### src/rtl/alu_instr_sequencer_pkg.sv
// Shared definitions for the R-type instruction sequencer: ALU opcode
// encodings, MIPS funct codes, instruction field positions and FSM states.
package alu_instr_sequencer_pkg;

  // ALU operation select driven onto the datapath
  localparam logic [2:0] ALU_AND  = 3'b000;
  localparam logic [2:0] ALU_OR   = 3'b001;
  localparam logic [2:0] ALU_XOR  = 3'b010;
  localparam logic [2:0] ALU_NOR  = 3'b011;
  localparam logic [2:0] ALU_ADD  = 3'b100;
  localparam logic [2:0] ALU_SUB  = 3'b101;
  localparam logic [2:0] ALU_SLTU = 3'b110;
  localparam logic [2:0] ALU_SLLV = 3'b111;

  // R-type primary opcode and the funct codes we execute
  localparam logic [5:0] OP_RTYPE    = 6'h00;
  localparam logic [5:0] FUNCT_AND   = 6'h24;
  localparam logic [5:0] FUNCT_OR    = 6'h25;
  localparam logic [5:0] FUNCT_XOR   = 6'h26;
  localparam logic [5:0] FUNCT_NOR   = 6'h27;
  localparam logic [5:0] FUNCT_ADD   = 6'h20;
  localparam logic [5:0] FUNCT_SUB   = 6'h22;
  localparam logic [5:0] FUNCT_SLTU  = 6'h2B;
  localparam logic [5:0] FUNCT_SLLV  = 6'h04;

  // Instruction word field positions
  localparam int OP_MSB    = 31;
  localparam int OP_LSB    = 26;
  localparam int RS_MSB    = 25;
  localparam int RS_LSB    = 21;
  localparam int RT_MSB    = 20;
  localparam int RT_LSB    = 16;
  localparam int RD_MSB    = 15;
  localparam int RD_LSB    = 11;
  localparam int SHAMT_MSB = 10;
  localparam int SHAMT_LSB = 6;
  localparam int FUNCT_MSB = 5;
  localparam int FUNCT_LSB = 0;

  typedef enum logic [1:0] {
    ST_IDLE   = 2'd0,
    ST_DECODE = 2'd1,
    ST_EXEC   = 2'd2,
    ST_WB     = 2'd3
  } state_t;

  // Only arithmetic ops have a meaningful overflow flag
  function automatic logic is_addsub(input logic [2:0] op);
    return (op == ALU_ADD) || (op == ALU_SUB);
  endfunction

endpackage

### src/rtl/alu_instr_sequencer_if.sv
// Bundle between upstream instruction source / register-file+ALU datapath
// and the sequencer. The sequencer uses the slave side.
interface alu_instr_sequencer_if #(
  parameter int CNT_W = 16
);
  logic             instr_valid;
  logic [31:0]      instr;
  logic             instr_ready;
  logic [4:0]       R_Addr_A;
  logic [4:0]       R_Addr_B;
  logic [4:0]       W_Addr;
  logic [2:0]       ALU_OP;
  logic             Write_Reg;
  logic             OF;
  logic             ZF;
  logic             done;
  logic             flag_of;
  logic             flag_zf;
  logic             ill_instr;
  logic [CNT_W-1:0] retired_cnt;

  modport slave (
    input  instr_valid, instr, OF, ZF,
    output instr_ready, R_Addr_A, R_Addr_B, W_Addr, ALU_OP, Write_Reg,
           done, flag_of, flag_zf, ill_instr, retired_cnt
  );

  modport master (
    output instr_valid, instr, OF, ZF,
    input  instr_ready, R_Addr_A, R_Addr_B, W_Addr, ALU_OP, Write_Reg,
           done, flag_of, flag_zf, ill_instr, retired_cnt
  );
endinterface

### src/rtl/alu_instr_sequencer_rtype_decoder.sv
// Combinational R-type decode: op/funct -> ALU opcode plus a legal bit.
// Anything unrecognised decodes to ALU_AND with legal deasserted.
module alu_instr_sequencer_rtype_decoder
  import alu_instr_sequencer_pkg::*;
(
  input  logic [5:0] op_i,
  input  logic [5:0] funct_i,
  output logic [2:0] alu_op_o,
  output logic       legal_o
);

  // Map funct to ALU opcode; non-zero op or unknown funct is illegal
  always_comb begin
    alu_op_o = ALU_AND;
    legal_o  = 1'b0;
    if (op_i == OP_RTYPE) begin
      legal_o = 1'b1;
      case (funct_i)
        FUNCT_AND:  alu_op_o = ALU_AND;
        FUNCT_OR:   alu_op_o = ALU_OR;
        FUNCT_XOR:  alu_op_o = ALU_XOR;
        FUNCT_NOR:  alu_op_o = ALU_NOR;
        FUNCT_ADD:  alu_op_o = ALU_ADD;
        FUNCT_SUB:  alu_op_o = ALU_SUB;
        FUNCT_SLTU: alu_op_o = ALU_SLTU;
        FUNCT_SLLV: alu_op_o = ALU_SLLV;
        default: begin
          alu_op_o = ALU_AND;
          legal_o  = 1'b0;
        end
      endcase
    end
  end

endmodule

### src/rtl/alu_instr_sequencer.sv
// Control stage for the register-file + ALU datapath. Accepts one R-type
// instruction every four cycles (IDLE -> DECODE -> EXEC -> WB), drives
// addresses/opcode, captures OF/ZF and issues a single-cycle write strobe.
module alu_instr_sequencer
  import alu_instr_sequencer_pkg::*;
#(
  parameter int CNT_W             = 16,
  parameter bit SUPPRESS_OF_WRITE = 1'b1
) (
  input  logic                 clk,
  input  logic                 Reset,
  alu_instr_sequencer_if.slave bus
);

  state_t           state_q, state_d;
  logic [4:0]       r_addr_a_q, r_addr_b_q, w_addr_q;
  logic [2:0]       alu_op_q;
  logic             legal_q;
  logic             flag_of_q, flag_zf_q, ill_instr_q;
  logic [CNT_W-1:0] retired_cnt_q;

  logic             instr_ready_d;
  logic             write_reg_d;
  logic             done_d;
  logic             accept;
  logic [2:0]       dec_alu_op;
  logic             dec_legal;

  // shamt is not used by any supported operation
  logic             unused_shamt;
  assign unused_shamt = ^bus.instr[SHAMT_MSB:SHAMT_LSB];

  alu_instr_sequencer_rtype_decoder u_decoder (
    .op_i     (bus.instr[OP_MSB:OP_LSB]),
    .funct_i  (bus.instr[FUNCT_MSB:FUNCT_LSB]),
    .alu_op_o (dec_alu_op),
    .legal_o  (dec_legal)
  );

  assign accept = (state_q == ST_IDLE) && bus.instr_valid;

  // State register; reset drops any in-flight instruction
  always_ff @(posedge clk) begin
    if (!Reset) state_q <= ST_IDLE;
    else        state_q <= state_d;
  end

  // Next state plus ready / write strobe / retire pulse
  always_comb begin
    state_d       = state_q;
    instr_ready_d = 1'b0;
    write_reg_d   = 1'b0;
    done_d        = 1'b0;
    case (state_q)
      ST_IDLE: begin
        instr_ready_d = 1'b1;
        if (bus.instr_valid) state_d = ST_DECODE;
      end
      ST_DECODE: state_d = ST_EXEC;
      ST_EXEC:   state_d = ST_WB;
      ST_WB: begin
        done_d      = 1'b1;
        // rd=0 is hardwired zero; overflowing add/sub may be blocked
        write_reg_d = legal_q && (w_addr_q != 5'd0) &&
                      !(SUPPRESS_OF_WRITE && is_addsub(alu_op_q) && flag_of_q);
        state_d     = ST_IDLE;
      end
      default: state_d = ST_IDLE;
    endcase
  end

  // Latch decoded fields on accept, capture flags at end of EXEC, count retires
  always_ff @(posedge clk) begin
    if (!Reset) begin
      r_addr_a_q    <= '0;
      r_addr_b_q    <= '0;
      w_addr_q      <= '0;
      alu_op_q      <= ALU_AND;
      legal_q       <= 1'b0;
      flag_of_q     <= 1'b0;
      flag_zf_q     <= 1'b0;
      ill_instr_q   <= 1'b0;
      retired_cnt_q <= '0;
    end else begin
      if (accept) begin
        r_addr_a_q <= bus.instr[RS_MSB:RS_LSB];
        r_addr_b_q <= bus.instr[RT_MSB:RT_LSB];
        w_addr_q   <= bus.instr[RD_MSB:RD_LSB];
        alu_op_q   <= dec_alu_op;
        legal_q    <= dec_legal;
      end
      if (state_q == ST_DECODE) ill_instr_q <= !legal_q;
      if (state_q == ST_EXEC) begin
        flag_of_q <= legal_q && is_addsub(alu_op_q) && bus.OF;
        flag_zf_q <= legal_q && bus.ZF;
      end
      if (state_q == ST_WB) retired_cnt_q <= retired_cnt_q + CNT_W'(1);
    end
  end

  assign bus.instr_ready = instr_ready_d;
  assign bus.R_Addr_A    = r_addr_a_q;
  assign bus.R_Addr_B    = r_addr_b_q;
  assign bus.W_Addr      = w_addr_q;
  assign bus.ALU_OP      = alu_op_q;
  assign bus.Write_Reg   = write_reg_d;
  assign bus.done        = done_d;
  assign bus.flag_of     = flag_of_q;
  assign bus.flag_zf     = flag_zf_q;
  assign bus.ill_instr   = ill_instr_q;
  assign bus.retired_cnt = retired_cnt_q;

endmodule

### src/flat_wrapper.sv
// flat-port wrapper written by rule: the top's interface ports become plain ports
module alu_instr_sequencer_flat import alu_instr_sequencer_pkg::*;
#(
  parameter int CNT_W             = 16,
  parameter bit SUPPRESS_OF_WRITE = 1'b1
)
  (clk, Reset, bus_instr_valid, bus_instr, bus_OF, bus_ZF, bus_instr_ready, bus_R_Addr_A, bus_R_Addr_B, bus_W_Addr, bus_ALU_OP, bus_Write_Reg, bus_done, bus_flag_of, bus_flag_zf, bus_ill_instr, bus_retired_cnt);
  alu_instr_sequencer_if #(.CNT_W(CNT_W)) bus_i ();
  input  logic clk;
  input  logic Reset;
  input wire logic [$bits(bus_i.instr_valid)-1:0] bus_instr_valid;
  input wire logic [$bits(bus_i.instr)-1:0] bus_instr;
  input wire logic [$bits(bus_i.OF)-1:0] bus_OF;
  input wire logic [$bits(bus_i.ZF)-1:0] bus_ZF;
  output wire logic [$bits(bus_i.instr_ready)-1:0] bus_instr_ready;
  output wire logic [$bits(bus_i.R_Addr_A)-1:0] bus_R_Addr_A;
  output wire logic [$bits(bus_i.R_Addr_B)-1:0] bus_R_Addr_B;
  output wire logic [$bits(bus_i.W_Addr)-1:0] bus_W_Addr;
  output wire logic [$bits(bus_i.ALU_OP)-1:0] bus_ALU_OP;
  output wire logic [$bits(bus_i.Write_Reg)-1:0] bus_Write_Reg;
  output wire logic [$bits(bus_i.done)-1:0] bus_done;
  output wire logic [$bits(bus_i.flag_of)-1:0] bus_flag_of;
  output wire logic [$bits(bus_i.flag_zf)-1:0] bus_flag_zf;
  output wire logic [$bits(bus_i.ill_instr)-1:0] bus_ill_instr;
  output wire logic [$bits(bus_i.retired_cnt)-1:0] bus_retired_cnt;
  assign bus_i.instr_valid = bus_instr_valid;
  assign bus_i.instr = bus_instr;
  assign bus_i.OF = bus_OF;
  assign bus_i.ZF = bus_ZF;
  assign bus_instr_ready = bus_i.instr_ready;
  assign bus_R_Addr_A = bus_i.R_Addr_A;
  assign bus_R_Addr_B = bus_i.R_Addr_B;
  assign bus_W_Addr = bus_i.W_Addr;
  assign bus_ALU_OP = bus_i.ALU_OP;
  assign bus_Write_Reg = bus_i.Write_Reg;
  assign bus_done = bus_i.done;
  assign bus_flag_of = bus_i.flag_of;
  assign bus_flag_zf = bus_i.flag_zf;
  assign bus_ill_instr = bus_i.ill_instr;
  assign bus_retired_cnt = bus_i.retired_cnt;
  alu_instr_sequencer #(.CNT_W(CNT_W), .SUPPRESS_OF_WRITE(SUPPRESS_OF_WRITE)) u_core (.clk(clk), .Reset(Reset), .bus(bus_i));
endmodule
### config.mk
export PLATFORM = sky130hd
export DESIGN_NAME = alu_instr_sequencer_flat
export DESIGN_NICKNAME = d
export VERILOG_FILES = /design/src/rtl/alu_instr_sequencer_pkg.sv /design/src/rtl/alu_instr_sequencer_if.sv /design/src/rtl/alu_instr_sequencer_rtype_decoder.sv /design/src/rtl/alu_instr_sequencer.sv /design/src/flat_wrapper.sv
export SDC_FILE = /design/constraint.sdc
export NUM_CORES = 1
export LEC_CHECK = 0
export BUFFER_PORTS_ARGS = -buffer_cell sky130_fd_sc_hd__clkbuf_2
export CORE_AREA = 2 2 84 86
export DETAILED_ROUTE_END_ITERATION = 6
export DIE_AREA = 0 0 86 88
export GPL_TIMING_DRIVEN = 0
export PLACE_DENSITY = 0.52
export SYNTH_ARGS = -nofsm -noshare
export SYNTH_HDL_FRONTEND = slang
export SYNTH_SLANG_ARGS = --single-unit
### constraint.sdc
create_clock -name clk -period 3.1 [get_ports clk]
set_input_delay 0.155 -clock clk [delete_from_list [all_inputs] [get_ports clk]]
set_output_delay 0.155 -clock clk [all_outputs]
set_load 0.005 [all_outputs]
==> reports/results.ini <==
[sta]
max_freq_ghz=0.540
tightest_slew_ns=0.526
worst_slack_ns=1.25
maxSlewHeadroom_pct=64.9
hold_violations=0
rsz0062_at_grt=false
finClkSkew_ns=0.00532
tns_ns=0
report.final.setup_viol=0
slew_violations=0
period_share_pct=59.8
whs_ns=0.0781
period_needed_ns=1.85

[cts]
clock-root-buffer=clkbuf_8
insertion_delay_ns=0.29
cts_tree=yes
cts_setup_buffers=0
cts_sinks=40
cts.path.max_buffers=2
hold_buffers=0
cts-buffers-inserted=5
clk_pin_slew_ns=0.08
cts_max_level=2
cts_resized=0

[worst_setup_path]
crit_path_start_kind=register
required_ns=3.31
path_delay_family=buffers and inverters
cp_common_cell=clkbuf_1
path_buf_inv=3
worstSetupEndpointType=register
max_stage_delay_ns=0.38
r2r_setup_slack_ns=1.25
crit_path_cell_trace=inv_1, ha_1, and2_1, clkbuf_1, clkbuf_1, nand2_1, a21oi_1
cp_slowest_cell=clkbuf_1
crit_path_max_fanout=10
crit_arrival_ns=2.06
critical_path_class=reg -> reg

[logic_synthesis]
ys_seq_area_share_pct=46.0
ys_ff_latch=40
synth_top_area_share_pct=46.0
synth_top_area_cell=dfxtp_1
yosys_warnings=0
ys_types=34
syn_nets=250
synthTopCellsByArea=dfxtp_1 (46%), nand2_1 (9.1%), a21oi_1 (7.8%), xor2_1 (4.0%), nor2_1 (3.7%)
synthCells=208
synth_area_mm2=0.00174
syn_area_per_cell_um2=8.36

[finish]
utilization_pct=34.4
syn_to_final_growth_pct=31.5
layout.nets=328
num_antenna_cells=0
mostFrequentLayoutCells=clkbuf_2 (71), nand2_1 (42), dfxtp_1 (40)
fin_area_mm2=0.00229
layout.cells.most_common=clkbuf_2
final_cells=367
layout-drive-gt1-share_pct=29.3

[place]
preCtsSetupSlack_ns=1.24
port_buffers=71
gp_congestion=0.772
place_inst=359
postPlaceCellArea_mm2=0.00219
dp_hpwl_mm=3.41

[floorplanning]
dieArea_mm2=0.00757
core_area_mm2=0.00664
fp.dieH_um=88
start_util_pct=26.2
die_w_um=86
ios=77
rows=30

[global_route]
grt_pass1_vias=1605
antenna_found_initial=0
grt_start_max_net_pins=13
grt_usage_pct=12.6
grt-ovfl-total=0
grt_pass1_wl_mm=7.49

[routing]
drt_iter0_markers=43
post_drt_wl_per_cell_um=12.2
ant_nets=0
vias=1683
drc=0
viasPerCell=4.59
drt-total-wl_mm=4.49
firstDrtPassIters=4

[pwr]
total_power_mw=1.31
vdd_drop_max_v=0.000258
cellLeakagePower_nw=0.981
power_density_mw_per_mm2=572

[worst_hold_path]
hold_path_class=in -> reg

[status]
status=finished, final reports clean

[flow_run]
max_cap_violations=0

[final cells by class]
| cell class | instances | area, um2 |
|---|---|---|
| Tap cell | 80 | 100 |
| Buffer | 8 | 37.5 |
| Clock buffer | 6 | 82.6 |
| Timing Repair Buffer | 71 | 355 |
| Fill cell | 745 | 4360 |
| Multi-Input combinational cell | 156 | 886 |
| Sequential cell | 40 | 801 |
| Clock inverter | 2 | 10.0 |
| Inverter | 4 | 15.0 |
[cell families (layout without fill, tap and decap cells)]
logic type | Yosys count | in the layout | share of synthesized area (%)
mux | 3 | 3 | 1.73
fa+ha+maj | 5 | 5 | 3.60
simple gates | 95 | 95 | 27.0
compound gates | 43 | 43 | 13.6
buf+inv | 12 | 91 | 3.02
flops | 40 | 40 | 46.0
xor+xnor | 10 | 10 | 5.04
[worst reg2reg max path: cells and delay by family (launching register included)]
family	cells	cell delay, ns
AO/OA/AOI/OAI	1	0.15
adder cells (fa/ha/maj)	1	0.26
buffers and inverters	3	0.77
flip-flops	1	0.35
AND/OR/NAND/NOR	2	0.26
[per-layer routing]
metal	GRT usage (%)	share of wire, %	vias up
met5	0	0	-
met4	4.04	0.98	0
met3	3.68	6.3	4
met2	19.9	46	48
met1	16.6	47	757
li1	-	-	874
[power breakdown]
part / leakage (nW) / internal [mW] / total (mW) / switching, mW
sequential: 0.325 / 0.574 / 0.615 / 0.0418
clock: 0.0510 / 0.178 / 0.358 / 0.181
combinational: 0.605 / 0.138 / 0.335 / 0.197
total: 0.981 / 0.890 / 1.31 / 0.419
[worst paths after layout]
check                                 startpoint                                   to  depth (start not counted)
max reg2reg       u_core.state_q[0]$_SDFFE_PN0P_  u_core.bus.R_Addr_A[0]$_SDFFE_PN0P_                          7
min reg2reg  u_core.bus.R_Addr_B[1]$_SDFFE_PN0P_  u_core.bus.R_Addr_B[1]$_SDFFE_PN0P_                          2
max               u_core.state_q[0]$_SDFFE_PN0P_  u_core.bus.R_Addr_A[0]$_SDFFE_PN0P_                          7
min                                bus_instr[15]    u_core.bus.W_Addr[4]$_SDFFE_PN0P_                          3
[synth_stat cells (all sizes together)]
cell / count
a31oi: 2
or3: 4
nor4: 2
buf: 3
mux2i: 3
nand2: 42
o41ai: 1
dfxtp: 40
clkbuf: 5
nand3: 10
and3: 1
o21ai: 7
nor2: 17
a211oi: 2
inv: 4
and4: 3
xnor2: 2
o21a: 1
nor3: 3
o31ai: 1
nand3b: 1
a21o: 1
xor2: 8
nor2b: 1
o21bai: 1
or3b: 1
nand2b: 4
nand4: 5
a21oi: 27
and2: 1
ha: 5
[flip-flops by register name (all words and copies together) (netlist names)]
signal and count:
u_core.state_q 2, u_core.bus.W_Addr 5, u_core.legal_q 1, u_core.bus.flag_of 1, u_core.bus.retired_cnt 16, u_core.bus.R_Addr_B 5
u_core.bus.ill_instr 1, u_core.bus.flag_zf 1, u_core.bus.ALU_OP 3, u_core.bus.R_Addr_A 5
No activity file was read; power rests on OpenSTA's default activity.
